<file path="src/rtl/ysyx_24100029_wbu_if.sv">
// LSU -> WBU result handshake and payload bundle.
interface ysyx_24100029_wbu_if #(
    parameter int XLEN = 32
);
    logic            valid_last;
    logic            ready_last;
    logic [31:0]     pc;
    logic [31:0]     inst;
    logic            R_wen;
    logic [4:0]      rd;
    logic            mem_ren;
    logic [XLEN-1:0] LSU_Rdata;
    logic [XLEN-1:0] Ex_result;
    logic [3:0]      csr_wen;
    logic [XLEN-1:0] csrs;
    logic            jump_flag;

    modport master (
        output valid_last, pc, inst, R_wen, rd, mem_ren, LSU_Rdata, Ex_result,
               csr_wen, csrs, jump_flag,
        input  ready_last
    );

    modport slave (
        input  valid_last, pc, inst, R_wen, rd, mem_ren, LSU_Rdata, Ex_result,
               csr_wen, csrs, jump_flag,
        output ready_last
    );
endinterface

</file>
<file path="src/rtl/ysyx_24100029_wbu.sv">
// Write-back stage: one commit slot feeding the GPR file, machine CSRs and minstret.
// Define WBU_COMMIT_TRACE_EN to expose the committing instruction for difftest.
module ysyx_24100029_wbu #(
    parameter int NR_REG = 32,
    parameter int XLEN   = 32
) (
    input  logic                clock,
    input  logic                reset,
    ysyx_24100029_wbu_if.slave  lsu,
    input  logic [4:0]          rs1_addr,
    input  logic [4:0]          rs2_addr,
    output logic [XLEN-1:0]     rs1_value,
    output logic [XLEN-1:0]     rs2_value,
    output logic [XLEN-1:0]     mstatus,
    output logic [XLEN-1:0]     mtvec,
    output logic [XLEN-1:0]     mepc,
    output logic [XLEN-1:0]     mcause,
    output logic [63:0]         minstret,
    output logic [4:0]          wb_busy_rd
`ifdef WBU_COMMIT_TRACE_EN
    ,
    output logic                commit_valid,
    output logic [31:0]         commit_pc,
    output logic [31:0]         commit_inst,
    output logic                commit_jump
`endif
);
    typedef struct packed {
        logic [31:0]     pc;
        logic [31:0]     inst;
        logic            r_wen;
        logic [4:0]      rd;
        logic            mem_ren;
        logic [XLEN-1:0] lsu_rdata;
        logic [XLEN-1:0] ex_result;
        logic [3:0]      csr_wen;
        logic [XLEN-1:0] csrs;
        logic            jump_flag;
    } slot_t;

    localparam logic [3:0]      CSR_ECALL     = 4'b1100;
    localparam logic [XLEN-1:0] MSTATUS_RESET = XLEN'(32'h0000_1800);

    logic                         ready_q;
    logic                         slot_vld;
    slot_t                        slot;
    logic [NR_REG-1:0][XLEN-1:0]  gpr;
    logic                         accept;
    logic                         gpr_we;
    logic [XLEN-1:0]              wdata;

    assign accept         = lsu.valid_last & ready_q;
    assign lsu.ready_last = ready_q;
    assign wdata          = slot.mem_ren ? slot.lsu_rdata : slot.ex_result;
    assign gpr_we         = slot_vld & slot.r_wen & (slot.rd != 5'd0);

    // The slot drains every cycle, so upstream is never back-pressured.
    always_ff @(posedge clock or negedge reset) begin
        if (!reset) begin
            ready_q  <= 1'b0;
            slot_vld <= 1'b0;
            slot     <= '0;
        end else begin
            ready_q  <= 1'b1;
            slot_vld <= accept;
            if (accept) begin
                slot.pc        <= lsu.pc;
                slot.inst      <= lsu.inst;
                slot.r_wen     <= lsu.R_wen;
                slot.rd        <= lsu.rd;
                slot.mem_ren   <= lsu.mem_ren;
                slot.lsu_rdata <= lsu.LSU_Rdata;
                slot.ex_result <= lsu.Ex_result;
                slot.csr_wen   <= lsu.csr_wen;
                slot.csrs      <= lsu.csrs;
                slot.jump_flag <= lsu.jump_flag;
            end
        end
    end

    always_ff @(posedge clock or negedge reset) begin
        if (!reset) begin
            gpr <= '0;
        end else if (gpr_we) begin
            gpr[slot.rd] <= wdata;
        end
    end

    always_ff @(posedge clock or negedge reset) begin
        if (!reset) begin
            mstatus  <= MSTATUS_RESET;
            mtvec    <= '0;
            mepc     <= '0;
            mcause   <= '0;
            minstret <= '0;
        end else if (slot_vld) begin
            minstret <= minstret + 64'd1;
            // ecall reuses the mepc|mcause enable pattern but takes mepc from pc
            if (slot.csr_wen == CSR_ECALL) begin
                mepc   <= XLEN'(slot.pc);
                mcause <= slot.csrs;
            end else begin
                if (slot.csr_wen[0]) mstatus <= slot.csrs;
                if (slot.csr_wen[1]) mtvec   <= slot.csrs;
                if (slot.csr_wen[2]) mepc    <= slot.csrs;
                if (slot.csr_wen[3]) mcause  <= slot.csrs;
            end
        end
    end

    // Write-through bypass so readers see the value committing this cycle.
    assign rs1_value = (rs1_addr == 5'd0)                  ? '0    :
                       (gpr_we && rs1_addr == slot.rd)     ? wdata :
                                                             gpr[rs1_addr];
    assign rs2_value = (rs2_addr == 5'd0)                  ? '0    :
                       (gpr_we && rs2_addr == slot.rd)     ? wdata :
                                                             gpr[rs2_addr];

    assign wb_busy_rd = (slot_vld && slot.r_wen) ? slot.rd : 5'd0;

`ifdef WBU_COMMIT_TRACE_EN
    assign commit_valid = slot_vld;
    assign commit_pc    = slot.pc;
    assign commit_inst  = slot.inst;
    assign commit_jump  = slot.jump_flag;
`else
    logic unused_trace;
    assign unused_trace = ^{slot.inst, slot.jump_flag};
`endif
endmodule

</file>
<file path="src/flat_wrapper.sv">
// flat-port wrapper written by rule: the top's interface ports become plain ports
module ysyx_24100029_wbu_flat 
#(
    parameter int NR_REG = 32,
    parameter int XLEN   = 32
)
  (clock, reset, rs1_addr, rs2_addr, rs1_value, rs2_value, mstatus, mtvec, mepc, mcause, minstret, wb_busy_rd, lsu_valid_last, lsu_pc, lsu_inst, lsu_R_wen, lsu_rd, lsu_mem_ren, lsu_LSU_Rdata, lsu_Ex_result, lsu_csr_wen, lsu_csrs, lsu_jump_flag, lsu_ready_last);
  ysyx_24100029_wbu_if #(.XLEN(XLEN)) lsu_i ();
  input  logic clock;
  input  logic reset;
  input  logic [4:0] rs1_addr;
  input  logic [4:0] rs2_addr;
  output logic [XLEN-1:0] rs1_value;
  output logic [XLEN-1:0] rs2_value;
  output logic [XLEN-1:0] mstatus;
  output logic [XLEN-1:0] mtvec;
  output logic [XLEN-1:0] mepc;
  output logic [XLEN-1:0] mcause;
  output logic [63:0] minstret;
  output logic [4:0] wb_busy_rd;
  input wire logic [$bits(lsu_i.valid_last)-1:0] lsu_valid_last;
  input wire logic [$bits(lsu_i.pc)-1:0] lsu_pc;
  input wire logic [$bits(lsu_i.inst)-1:0] lsu_inst;
  input wire logic [$bits(lsu_i.R_wen)-1:0] lsu_R_wen;
  input wire logic [$bits(lsu_i.rd)-1:0] lsu_rd;
  input wire logic [$bits(lsu_i.mem_ren)-1:0] lsu_mem_ren;
  input wire logic [$bits(lsu_i.LSU_Rdata)-1:0] lsu_LSU_Rdata;
  input wire logic [$bits(lsu_i.Ex_result)-1:0] lsu_Ex_result;
  input wire logic [$bits(lsu_i.csr_wen)-1:0] lsu_csr_wen;
  input wire logic [$bits(lsu_i.csrs)-1:0] lsu_csrs;
  input wire logic [$bits(lsu_i.jump_flag)-1:0] lsu_jump_flag;
  output wire logic [$bits(lsu_i.ready_last)-1:0] lsu_ready_last;
  assign lsu_i.valid_last = lsu_valid_last;
  assign lsu_i.pc = lsu_pc;
  assign lsu_i.inst = lsu_inst;
  assign lsu_i.R_wen = lsu_R_wen;
  assign lsu_i.rd = lsu_rd;
  assign lsu_i.mem_ren = lsu_mem_ren;
  assign lsu_i.LSU_Rdata = lsu_LSU_Rdata;
  assign lsu_i.Ex_result = lsu_Ex_result;
  assign lsu_i.csr_wen = lsu_csr_wen;
  assign lsu_i.csrs = lsu_csrs;
  assign lsu_i.jump_flag = lsu_jump_flag;
  assign lsu_ready_last = lsu_i.ready_last;
  ysyx_24100029_wbu #(.NR_REG(NR_REG), .XLEN(XLEN)) u_core (.clock(clock), .reset(reset), .lsu(lsu_i), .rs1_addr(rs1_addr), .rs2_addr(rs2_addr), .rs1_value(rs1_value), .rs2_value(rs2_value), .mstatus(mstatus), .mtvec(mtvec), .mepc(mepc), .mcause(mcause), .minstret(minstret), .wb_busy_rd(wb_busy_rd));
endmodule
</file>
<file path="config.mk">
export PLATFORM = sky130hd
export DESIGN_NAME = ysyx_24100029_wbu_flat
export DESIGN_NICKNAME = d
export VERILOG_FILES = /design/src/rtl/ysyx_24100029_wbu_if.sv /design/src/rtl/ysyx_24100029_wbu.sv /design/src/flat_wrapper.sv
export SDC_FILE = /design/constraint.sdc
export NUM_CORES = 2
export LEC_CHECK = 0
export BUFFER_PORTS_ARGS = -buffer_cell sky130_fd_sc_hd__buf_2
export CAP_MARGIN = 20
export CORE_UTILIZATION = 45
export CTS_BUF_LIST = sky130_fd_sc_hd__clkbuf_16
export DETAILED_ROUTE_END_ITERATION = 8
export PLACE_DENSITY = 0.58
export SYNTH_ARGS = -nofsm -noshare
export SYNTH_HDL_FRONTEND = slang
export SYNTH_SLANG_ARGS = --single-unit
</file>
<file path="constraint.sdc">
create_clock -name clock -period 6.59 [get_ports clock]
set_clock_uncertainty 0.05 [all_clocks]
set_input_delay 1.318 -clock clock [delete_from_list [all_inputs] [get_ports clock]]
set_output_delay 1.318 -clock clock [all_outputs]
set_load 0.1 [all_outputs]
</file>
==> key figures <==
Logic synthesis
  • Synth Area per Inst: 11.3 µm²
  • Yosys reg bits: 1357
  • Post-synth ARST share: 1.00
  • Main synth FF type: dfrtp_1
  • Post-Synthesis Cells: 5840
  • Seq/Total Area, Yosys: 0.514
  • Synth warn: 0
  • Syn nets: about 6000
  • Post-synth EDFFs: 0
  • Post-synth cell types: 64
  • Synthesized cell area: 0.0661 mm²

Worst setup path
  • Req. time, crit path: around 5.2 ns
  • Critical Path Slowest Stage Cell: dfrtp_1
  • Crit Path Max Fanout: 19
  • CP most frequent cell: or4_4
  • Critical path class: reg -> out
  • CP max stage delay: just under 0.8 ns
  • Critical Path Source Type: flop
  • Arr. time, crit path: 4.77 ns
  • Crit path cell chain: nand2_1, or4_4, or4_4, nand2_4, buf_4, o22ai_1, a211oi_1, buf_12
  • Crit end category: output pin
  • CP bufs+invs: 2
  • Cell family with most CP delay: simple AND/OR/NAND/NOR gates

Routing
  • Avg WL per Cell: roughly 29 µm
  • 1st-iter DRT viols: ~5600
  • Drt via density: 6.22
  • Antenna-violating nets left: 0
  • Drt total wl: 236000 µm
  • Initial DRT Pass Iterations: 6
  • DRC: 0
  • Via count: a little over 50000

Clocking
  • Worst skew pair latency: 0.81 ns
  • Maximum clock insertion buffer count: 3
  • Clock H-tree levels: 4
  • Post-CTS Resized: 0
  • Total clock buffers created by CTS: 152
  • CTS tree: built
  • Hold Buf Count CTS: 0
  • Clock root buffer: clkbuf_16
  • CTS Sinks: ~1400
  • CTS clk-pin slew, worst paths: 0.06 ns
  • Setup bufs post-CTS: 0

Placement
  • PortBufs: a little over 400
  • Final estimated routing congestion in global placement: 0.878
  • Place WS: 0.776 ns
  • Placed cell area: 0.0716 mm²
  • Post-DP HPWL: approximately 140000 µm

Timing
  • Worst setup margin: 0.448 ns
  • RSZ-0062 raised after global routing: no
  • Post-route setup TNS: 0 ns
  • Final setup vio count: 0
  • Post-layout min period: 6.14 ns
  • FMAX: 163 MHz
  • Fin crit share: 0.932
  • Final Hold Fails: 0
  • Max-slew headroom: 0.155
  • Pins Over Slew Limit: 0
  • Slew @ Worst Pin: 1.26 ns

Finish
  • Multi-input logic area: 0.0303 mm²
  • Nets: ~6200
  • # fillers: 12769
  • Final Instance Area: 0.0766 mm²
  • Commonest non-fill, non-tap cell in the layout: dfrtp_1
  • Final Util: 0.526
  • Most frequent cells in the layout: dfrtp_1, nor2_1, a21oi_1, nand2_1, o21ai_0
  • Area Growth Syn to Fin: 15.9%
  • Share of layout cells above drive strength 1: 0.261
  • Sequential standard cell area: 0.0340 mm²

Power and ir drop
  • Clock network fraction of total power: 0.294
  • Comb power frac: 0.306
  • Leakage: 33.7 nW
  • Maximum vdd drop: 0.393 mV
  • Sequential power share: 0.400
  • Tot Pwr: 29.0 mW
  • Cell internal pwr: roughly 18 mW
  • Sw Pwr: between 10 and 15 mW
  • Pwr Density: 379 mW/mm²
  • Sw frac: 0.375

Global route
  • All-Layer GR Usage: 0.321
  • Number of global-route vias before repair: approximately 50000
  • Largest net degree at the start of global routing: roughly 180
  • Overflow after GRT: 0
  • First-pass GRT wire length: 345000 µm
  • Antenna violations before repair: 19

Flow run
  • Max_cap viols: 0

Die
  • Row count: 140
  • Initial Util: 0.453
  • Die ar.: 0.148 mm²
  • Core region area: 0.146 mm²
  • Die X: 385 µm
  • DIE HEIGHT: 385 µm
  • I/O Pins: 447

Status
  • Status: complete, no violations

Min path
  • Hold Path Class: reg -> reg
==> Yosys cell counts (5+ instances only) <==
library cell / n / area share
dfrtp_1: 1355 / 0.51
nor2_1: 706 / 0.040
a21oi_1: 656 / 0.050
nand2_1: 545 / 0.031
o21ai_0: 460 / 0.035
clkbuf_1: 432 / 0.025
mux4_2: 432 / 0.15
mux2_2: 247 / 0.042
mux2i_1: 239 / 0.036
a22oi_1: 91 / 0.010
o22ai_1: 81 / 0.0077
a221oi_1: 66 / 0.0087
buf_2: 66 / 0.0050
buf_1: 44 / 0.0025
xnor2_1: 42 / 0.0056
nand3_1: 41 / 0.0031
a211oi_1: 35 / 0.0040
xor2_1: 31 / 0.0041
nor3_1: 29 / 0.0022
and3_1: 27 / 0.0026
buf_4: 27 / 0.0031
nand4_1: 23 / 0.0022
a221o_1: 16 / 0.0024
nand2b_1: 13 / 0.0012
inv_1: 11 / 0.00062
nor2b_1: 10 / 0.00095
o221ai_1: 8 / 0.0011
or3_1: 8 / 0.00076
a22o_1: 7 / 0.00093
a31o_2: 7 / 0.00093
o31ai_1: 7 / 0.00080
a31oi_1: 6 / 0.00057
and2_1: 6 / 0.00057
nor4_1: 6 / 0.00057
o21ai_1: 6 / 0.00045
buf_6: 5 / 0.00085
==> per-layer routing <==
metal / GRT usage / share of wire
met5: 0 / 0.00036
met4: 0.140 / 0.046
met3: 0.0704 / 0.092
met2: 0.496 / 0.46
met1: 0.437 / 0.40
==> path summary, 6_finish.rpt <==
path | startpoint | to | slack [ns] | cells after the start
worst max-delay path | u_core.slot_vld | rs1_value[26] | 0.45 | 8
worst max register to register | u_core.slot_vld | u_core.gpr[81] | 3.00 | 6
max in group asynchronous | reset | u_core.gpr[349] | 4.46 | 2
worst min-delay path | u_core.gpr[1] | u_core.gpr[1] | 0.34 | 0
min in group asynchronous | reset | u_core.minstret[44] | 0.41 | 1
worst min register to register | u_core.gpr[1] | u_core.gpr[1] | 0.34 | 0
==> state kept, by name, summed over array words and instances (netlist names) <==
register and cells:
u_core.slot_vld 1, u_core.lsu.ready_last 1, u_core.slot 139, u_core.minstret 64, u_core.gpr 1024, u_core.mepc 32
u_core.mstatus 32, u_core.mtvec 32, u_core.mcause 32
==> power by group through the flow <==
stage               Sequential [mW]  Combinational, mW  Clock (mW)
floorplan                      13.5               4.43           0
CTS                            11.6               8.89        8.63
global placement               11.6               8.74           0
detailed placement             11.7               8.87           0
finish                         11.6               8.89        8.53
global route                   11.8               9.42        8.95
==> through the flow <==
step,cells,hold slack (ns)
6_report,8084,0.343
3_5_place_dp,7796,0.333
5_1_grt,8084,0.357
4_1_cts,8070,0.346
3_3_place_gp,7795,0.327
2_1_floorplan,5840,0.391
==> cells by family (layout without fill, tap and decap cells) <==
group	after synthesis	after routing	synth area share
adder cells (fa/ha/maj)	1	1	0.000189
flip-flops	1357	1357	0.514
AND/OR/NAND/NOR	1442	1442	0.0891
AO/OA/AOI/OAI	1460	1460	0.125
multiplexers	918	918	0.226
buffers and inverters	588	904	0.0368
XOR/XNOR	73	73	0.00968
other	1	12	0.0000568
==> area by class of cell <==
class | instances | share of cell area
flip-flops and latches | 1357 | 0.443
multi-input cells | 3895 | 0.396
repair buffers | 616 | 0.0642
clock buffers | 152 | 0.0497
well taps | 1917 | 0.0313
clock inverters | 122 | 0.0144
inverters | 14 | 0.000686
diodes | 11 | 0.000359
(Power assumes the default switching activity.)
